==> config.mk <==
export PLATFORM = sky130hd
export DESIGN_NAME = upbus_ctrl
export DESIGN_NICKNAME = d
export VERILOG_FILES = /design/src/rtl/upbus_pkg.sv /design/src/rtl/upbus_tmr.sv /design/src/rtl/upbus_ctrl.sv
export SDC_FILE = /design/constraint.sdc
export NUM_CORES = 1
export LEC_CHECK = 0
export CAP_MARGIN = 0
export CORE_AREA = 2 2 150 152
export CTS_BUF_LIST = sky130_fd_sc_hd__clkbuf_16
export DETAILED_ROUTE_END_ITERATION = 16
export DIE_AREA = 0 0 152 154
export PLACE_DENSITY_LB_ADDON = 0.12
export SLEW_MARGIN = 20
export SYNTH_ARGS = -nofsm -noshare
export SYNTH_HDL_FRONTEND = slang
export SYNTH_HIERARCHICAL = 1
export SYNTH_SLANG_ARGS = --single-unit
==> constraint.sdc <==
create_clock -name clk -period 4.4 [get_ports clk]
set_clock_uncertainty 0.15 [all_clocks]
set_input_delay 0.66 -clock clk [delete_from_list [all_inputs] [get_ports clk]]
set_output_delay 0.66 -clock clk [all_outputs]
set_load 0.01 [all_outputs]
==> src/rtl/upbus_pkg.sv <==
// Shared types and helpers for the microprocessor register bus sequencer.
// Optional slave timeout is enabled by defining UPBUS_TOUT_EN.
package upbus_pkg;

  typedef enum logic [1:0] {
    ST_IDLE = 2'd0,
    ST_REQ  = 2'd1,
    ST_WAIT = 2'd2,
    ST_DONE = 2'd3
  } upbus_state_e;

  localparam logic [7:0] UPBUS_ACT_ADDR = 8'hFF;
  localparam int         UPBUS_DW       = 32;

  // Bits needed to index n items; never less than one.
  function automatic int upbus_clog2(input int n);
    int w;
    w = 1;
    while (int'(32'd1 << w) < n) begin
      w = w + 1;
    end
    return w;
  endfunction

endpackage

==> src/rtl/upbus_tmr.sv <==
// Slave-response watchdog: clear/enable counter that saturates at TOUT.
// Only instantiated when UPBUS_TOUT_EN is defined.
module upbus_tmr
  import upbus_pkg::*;
#(
  parameter int TOUT = 15
) (
  input  logic clk,
  input  logic rst_n,
  input  logic clr,
  input  logic en,
  output logic expired
);

  localparam int TW = upbus_clog2(TOUT + 1);

  logic [TW-1:0] cnt_r;

  assign expired = (cnt_r == TW'(TOUT));

  // Wait-cycle counter; holds at TOUT so expiry stays stable.
  always_ff @(posedge clk) begin
    if (!rst_n) begin
      cnt_r <= {TW{1'b0}};
    end else if (clr) begin
      cnt_r <= {TW{1'b0}};
    end else if (en && !expired) begin
      cnt_r <= cnt_r + {{(TW-1){1'b0}}, 1'b1};
    end else begin
      cnt_r <= cnt_r;
    end
  end

endmodule

==> src/rtl/upbus_ctrl.sv <==
// Host-side sequencer: turns one host access into a single-cycle upen pulse and collects upack.
// Define UPBUS_TOUT_EN to add the dead-slave timeout and error reporting for unmapped addresses.
module upbus_ctrl
  import upbus_pkg::*;
#(
  parameter int NSLV = 8,
  parameter int AW   = 8,
  parameter int DW   = UPBUS_DW,
`ifdef UPBUS_TOUT_EN
  parameter int TOUT = 15,
`endif
  parameter logic [AW-1:0] ACT_ADDR = AW'(UPBUS_ACT_ADDR)
) (
  input  logic                 clk,
  input  logic                 rst_n,
  input  logic                 hcs,
  input  logic                 hwnr,
  input  logic [AW-1:0]        haddr,
  input  logic [DW-1:0]        hwdata,
  output logic                 hack,
  output logic [DW-1:0]        hrdata,
  output logic                 herr,
  output logic                 upact,
  output logic [NSLV-1:0]      upen,
  output logic                 upws,
  output logic                 uprs,
  output logic [DW-1:0]        updi,
  input  logic [NSLV*DW-1:0]   updo_bus,
  input  logic [NSLV-1:0]      upack_bus
);

  localparam int IW = upbus_clog2(NSLV);

  upbus_state_e    state_r, state_s;
  logic [IW-1:0]   sel_r, sel_s;
  logic            wr_r, wr_s;
  logic [NSLV-1:0] upen_r, upen_s;
  logic            upws_r, upws_s;
  logic            uprs_r, uprs_s;
  logic [DW-1:0]   updi_r, updi_s;
  logic            hack_r, hack_s;
  logic [DW-1:0]   hrdata_r, hrdata_s;
  logic            herr_r, herr_s;
  logic            upact_r, upact_s;

`ifdef UPBUS_TOUT_EN
  logic tmr_clr_s;
  logic tmr_en_s;
  logic tmr_exp_s;

  upbus_tmr #(
    .TOUT (TOUT)
  ) u_tmr (
    .clk     (clk),
    .rst_n   (rst_n),
    .clr     (tmr_clr_s),
    .en      (tmr_en_s),
    .expired (tmr_exp_s)
  );
`endif

  assign hack   = hack_r;
  assign hrdata = hrdata_r;
  assign herr   = herr_r;
  assign upact  = upact_r;
  assign upen   = upen_r;
  assign upws   = upws_r;
  assign uprs   = uprs_r;
  assign updi   = updi_r;

  // Next-state and next-output decode; strobes and hack default low so every pulse is one cycle.
  always_comb begin
    state_s  = state_r;
    sel_s    = sel_r;
    wr_s     = wr_r;
    upen_s   = {NSLV{1'b0}};
    upws_s   = 1'b0;
    uprs_s   = 1'b0;
    updi_s   = {DW{1'b0}};
    hack_s   = 1'b0;
    hrdata_s = {DW{1'b0}};
    herr_s   = 1'b0;
    upact_s  = upact_r;
`ifdef UPBUS_TOUT_EN
    tmr_clr_s = 1'b0;
    tmr_en_s  = 1'b0;
`endif

    case (state_r)
      ST_IDLE: begin
        if (hcs) begin
          if (haddr < AW'(NSLV)) begin
            state_s = ST_REQ;
            sel_s   = haddr[IW-1:0];
            wr_s    = hwnr;
            upen_s  = {{(NSLV-1){1'b0}}, 1'b1} << haddr[IW-1:0];
            upws_s  = hwnr;
            uprs_s  = ~hwnr;
            updi_s  = hwdata;
          end else if (haddr == ACT_ADDR) begin
            state_s = ST_DONE;
            hack_s  = 1'b1;
            if (hwnr) begin
              upact_s = hwdata[0];
            end else begin
              hrdata_s = {{(DW-1){1'b0}}, upact_r};
            end
          end else begin
            state_s = ST_DONE;
            hack_s  = 1'b1;
`ifdef UPBUS_TOUT_EN
            herr_s  = 1'b1;
`else
            herr_s  = 1'b0;
`endif
          end
        end else begin
          state_s = ST_IDLE;
        end
      end

      ST_REQ: begin
        state_s = ST_WAIT;
`ifdef UPBUS_TOUT_EN
        tmr_clr_s = 1'b1;
`endif
      end

      ST_WAIT: begin
`ifdef UPBUS_TOUT_EN
        tmr_en_s = 1'b1;
`endif
        // Only the addressed slave may complete the access.
        if (upack_bus[sel_r]) begin
          state_s = ST_DONE;
          hack_s  = 1'b1;
          if (wr_r) begin
            hrdata_s = {DW{1'b0}};
          end else begin
            hrdata_s = updo_bus[int'(sel_r) * DW +: DW];
          end
        end
`ifdef UPBUS_TOUT_EN
        else if (tmr_exp_s) begin
          state_s = ST_DONE;
          hack_s  = 1'b1;
          herr_s  = 1'b1;
        end
`endif
        else begin
          state_s = ST_WAIT;
        end
      end

      ST_DONE: begin
        state_s = ST_IDLE;
      end

      default: begin
        state_s = ST_IDLE;
      end
    endcase
  end

  // State and registered outputs; reset aborts any access and restores active mode.
  always_ff @(posedge clk) begin
    if (!rst_n) begin
      state_r  <= ST_IDLE;
      sel_r    <= {IW{1'b0}};
      wr_r     <= 1'b0;
      upen_r   <= {NSLV{1'b0}};
      upws_r   <= 1'b0;
      uprs_r   <= 1'b0;
      updi_r   <= {DW{1'b0}};
      hack_r   <= 1'b0;
      hrdata_r <= {DW{1'b0}};
      herr_r   <= 1'b0;
      upact_r  <= 1'b1;
    end else begin
      state_r  <= state_s;
      sel_r    <= sel_s;
      wr_r     <= wr_s;
      upen_r   <= upen_s;
      upws_r   <= upws_s;
      uprs_r   <= uprs_s;
      updi_r   <= updi_s;
      hack_r   <= hack_s;
      hrdata_r <= hrdata_s;
      herr_r   <= herr_s;
      upact_r  <= upact_s;
    end
  end

endmodule

==> flow_metrics.py <==
metrics = {
    "layout": {
        "fillers": 2060,
        "fin_util_pct": 40.1,
        "area_growth_pct": 103,
        "nets": 1007,
        "final_layout_size_suffix_gt1_share_pct": 18.4,
        "final_cell_mix": "clkdlybuf4s50_1 (383), dfxtp_1 (79), mux4_2 (64)",
        "diodes": 0,
        "final_common_cell": "clkdlybuf4s50_1",
    },
    "logic_synthesis": {
        "synthFlopType": "dfxtp_1",
        "ys_seq_area_share_pct": 38.4,
        "async_flop_share_pct": 0,
        "synth_compound_area_share_pct": 2.11,
        "yosys-top-cells-area": "dfxtp_1 (38%), mux4_2 (34%), mux2i_1 (8.2%), and2_2 (5.8%), nor2_1 (3.2%)",
        "synth_edf_count": 0,
        "synthCells": 325,
        "synth_mux_area_share_pct": 42.2,
        "synth-simple-area-share_pct": 13.6,
        "synth_top_area_share_pct": 38.4,
        "yosysTopAreaCell": "dfxtp_1",
        "syn-num-nets": 635,
        "yosysUniqueCellTypes": 35,
        "synth_adder_area_share_pct": 0.585,
        "ys_ff_latch": 82,
        "yosys_warnings": 6,
        "syn-cell-area_um2": 4280,
        "synth_top_family_by_area": "multiplexers",
        "syn_area_per_cell_um2": 13.2,
        "synth_xor_xnor_area_share_pct": 0,
    },
    "drt": {
        "viasPerCell": 4.26,
        "vias": 4181,
        "drc": 0,
        "ant_nets": 0,
        "wl_per_cell_um": 18.0,
        "drt_wl_total_mm": 17.7,
        "drt_pass1_iterations": 4,
        "drtIter0Drc": 151,
    },
    "pwr": {
        "ir_drop_v": 0.000170,
        "p_int_mw": 1.46,
        "powerDensity_nw_per_um2": 219,
        "p_sw_mw": 0.440,
        "clkPwrFrac_pct": 39.6,
        "cellLeakagePower_nw": 2.97,
        "combPwrFrac_pct": 20.7,
        "seqPwrFrac_pct": 39.7,
        "p_sw_share_pct": 23.1,
    },
    "clock_network": {
        "cts_max_path_buffers": 2,
        "cts_sinks": 82,
        "numCtsBuffers": 9,
        "post_cts_resize_count": 0,
        "clock_latency_ns": 0.35,
        "cts_root_buf": "clkbuf_16",
        "cts_tree": "done",
        "hold_buffers": 0,
        "h-tree-depth": 3,
        "postCtsSetupBuffers": 0,
        "clk_pin_slew_ns": 0.07,
    },
    "floorplanning": {
        "die_width_um": 152,
        "core_um2": 21700,
        "start_util_pct": 19.7,
        "dieArea_um2": 23400,
        "num_rows": 54,
        "ioPinCount": 385,
        "die_h_um": 154,
    },
    "place": {
        "routabilityCongestion": 0.765,
        "dp_slack_ns": 1.36,
        "dp_hpwl_mm": 14.6,
        "portBuffers": 383,
    },
    "outcome": {
        "status": "finished clean",
    },
    "grt": {
        "track_usage_pct": 14.8,
        "grt_max_degree": 70,
        "gr-total-overflow": 0,
        "antenna_found_initial": 1,
        "grt_pass1_wl_mm": 26.5,
        "grt_pass1_vias": 4688,
    },
    "sta": {
        "rsz0062_at_grt": "no",
        "fin_crit_ns": 2.83,
        "timing.final.ws_setup_ns": 1.57,
        "fmax_mhz": 353,
        "finalHoldViolations": 0,
        "tns_ns": 0,
        "min_period_over_period_pct": 64.4,
        "drv_slew": 0,
        "finalSetupViolations": 0,
        "hold_slack_ns": 0.325,
        "max_slew_margin_pct": 34.7,
        "worst_slew_pin_slew_ns": 0.979,
    },
    "job": {
        "maxCapViolations": 0,
    },
    "min_path": {
        "hp-start": "wr_r$_SDFFE_PN0P_",
        "holdCritPathClass": "flip-flop to flip-flop",
        "whs_path_depth": 1,
        "holdPathEnd": "wr_r$_SDFFE_PN0P_",
    },
    "worst_setup_path": {
        "r2r_start": "sel_r[1]$_SDFFE_PN0P_",
        "critPathArrivalTime_ns": 2.96,
        "ff2ff_setup_slack_ns": 1.57,
        "cp.required_ns": 4.53,
        "r2r_end": "hrdata[21]$_SDFF_PN0_",
        "r2r_cells": 5,
        "crit_path_start_kind": "flip-flop",
        "critical_path_class": "flip-flop to flip-flop",
        "crit_path_end_kind": "flip-flop",
        "path_max_fanout": 69,
    },
}
-- cell type report --
cell class | instances | area, um2 | share of cell area [%]
timing repair buffer | 387 | 3870 | 44.5
multi-input combinational | 214 | 2510 | 28.9
sequential | 82 | 1650 | 19.0
tap | 280 | 350 | 4.03
clock buffer | 9 | 225 | 2.59
clock inverter | 7 | 76.3 | 0.878
inverter | 3 | 11.3 | 0.130
-- worst max path at each step --
stage,startpoint,endpoint,depth (start not counted)
floorplan,haddr[6],updi[0]$_SDFF_PP0_,4
global placement,upack_bus[1],hrdata[1]$_SDFF_PN0_,6
detailed placement,upack_bus[1],hrdata[21]$_SDFF_PN0_,6
CTS,sel_r[1]$_SDFFE_PN0P_,hrdata[11]$_SDFF_PN0_,5
global route,sel_r[1]$_SDFFE_PN0P_,hrdata[19]$_SDFF_PN0_,5
finish,sel_r[1]$_SDFFE_PN0P_,hrdata[21]$_SDFF_PN0_,5
-- sequential cells by signal (all words and copies together), names as in the netlist --
| signal | count |
|---|---|
| hrdata | 32 |
| updi | 32 |
| upen | 8 |
| sel_r | 3 |
| state_r | 2 |
| hack | 1 |
| upact | 1 |
| uprs | 1 |
| upws | 1 |
| wr_r | 1 |
-- power by group through the flow --
stage               combinational [mW]  clock [mW]  sequential, mW
floorplan                       0.0871           0           0.775
detailed placement               0.398           0           0.772
global placement                 0.392           0           0.772
global route                     0.421       0.825           0.756
CTS                              0.400       0.791           0.755
finish                           0.394       0.754           0.755
-- critical path: stages, from the launching register on --
cell	delay (ns)
dfxtp_4	0.92
nor2b_1	0.12
a221oi_1	0.59
nand4bb_2	0.45
buf_4	0.37
nor2_1	0.14
-- metal layers --
| metal | track usage, % | up-vias | wire length (um) |
|---|---|---|---|
| li1 | - | 1967 | - |
| met1 | 15.0 | 1970 | 6180 |
| met2 | 27.8 | 225 | 9560 |
| met3 | 6.68 | 17 | 1660 |
| met4 | 3.60 | 2 | 261 |
| met5 | 0 | - | 13 |
-- through the flow --
stage | total power, mW | cells | instance area, um2
CTS | 1.95 | 982 | 8680
global route | 2.00 | 982 | 8690
finish | 1.90 | 982 | 8690
detailed placement | 1.17 | 966 | 8380
global placement | 1.16 | 966 | 8380
floorplan | 0.862 | 325 | 4280
-- kinds of logic (layout without fill, tap and decap cells) --
group	count (synthesis)	count (layout)
multiplexers	100	100
other	1	1
flip-flops	82	82
adder cells (fa/ha/maj)	2	2
buffers and inverters	29	406
AO/OA/AOI/OAI	11	11
AND/OR/NAND/NOR	100	100
-- cell usage after synthesis (2+ instances only) --
cell type / instances
mux4_2: 64
nor4_1: 2
nand2b_1: 3
and2_2: 33
nor2_1: 36
nand3_1: 3
nor3_1: 5
dfxtp_1: 82
a22o_2: 3
buf_2: 9
a21boi_0: 2
nor2b_1: 3
buf_1: 3
nand2_1: 8
ha_1: 2
buf_4: 2
mux2i_1: 35
clkbuf_1: 9
inv_1: 3
clkbuf_2: 3
Power figures use the tool's default switching activity.
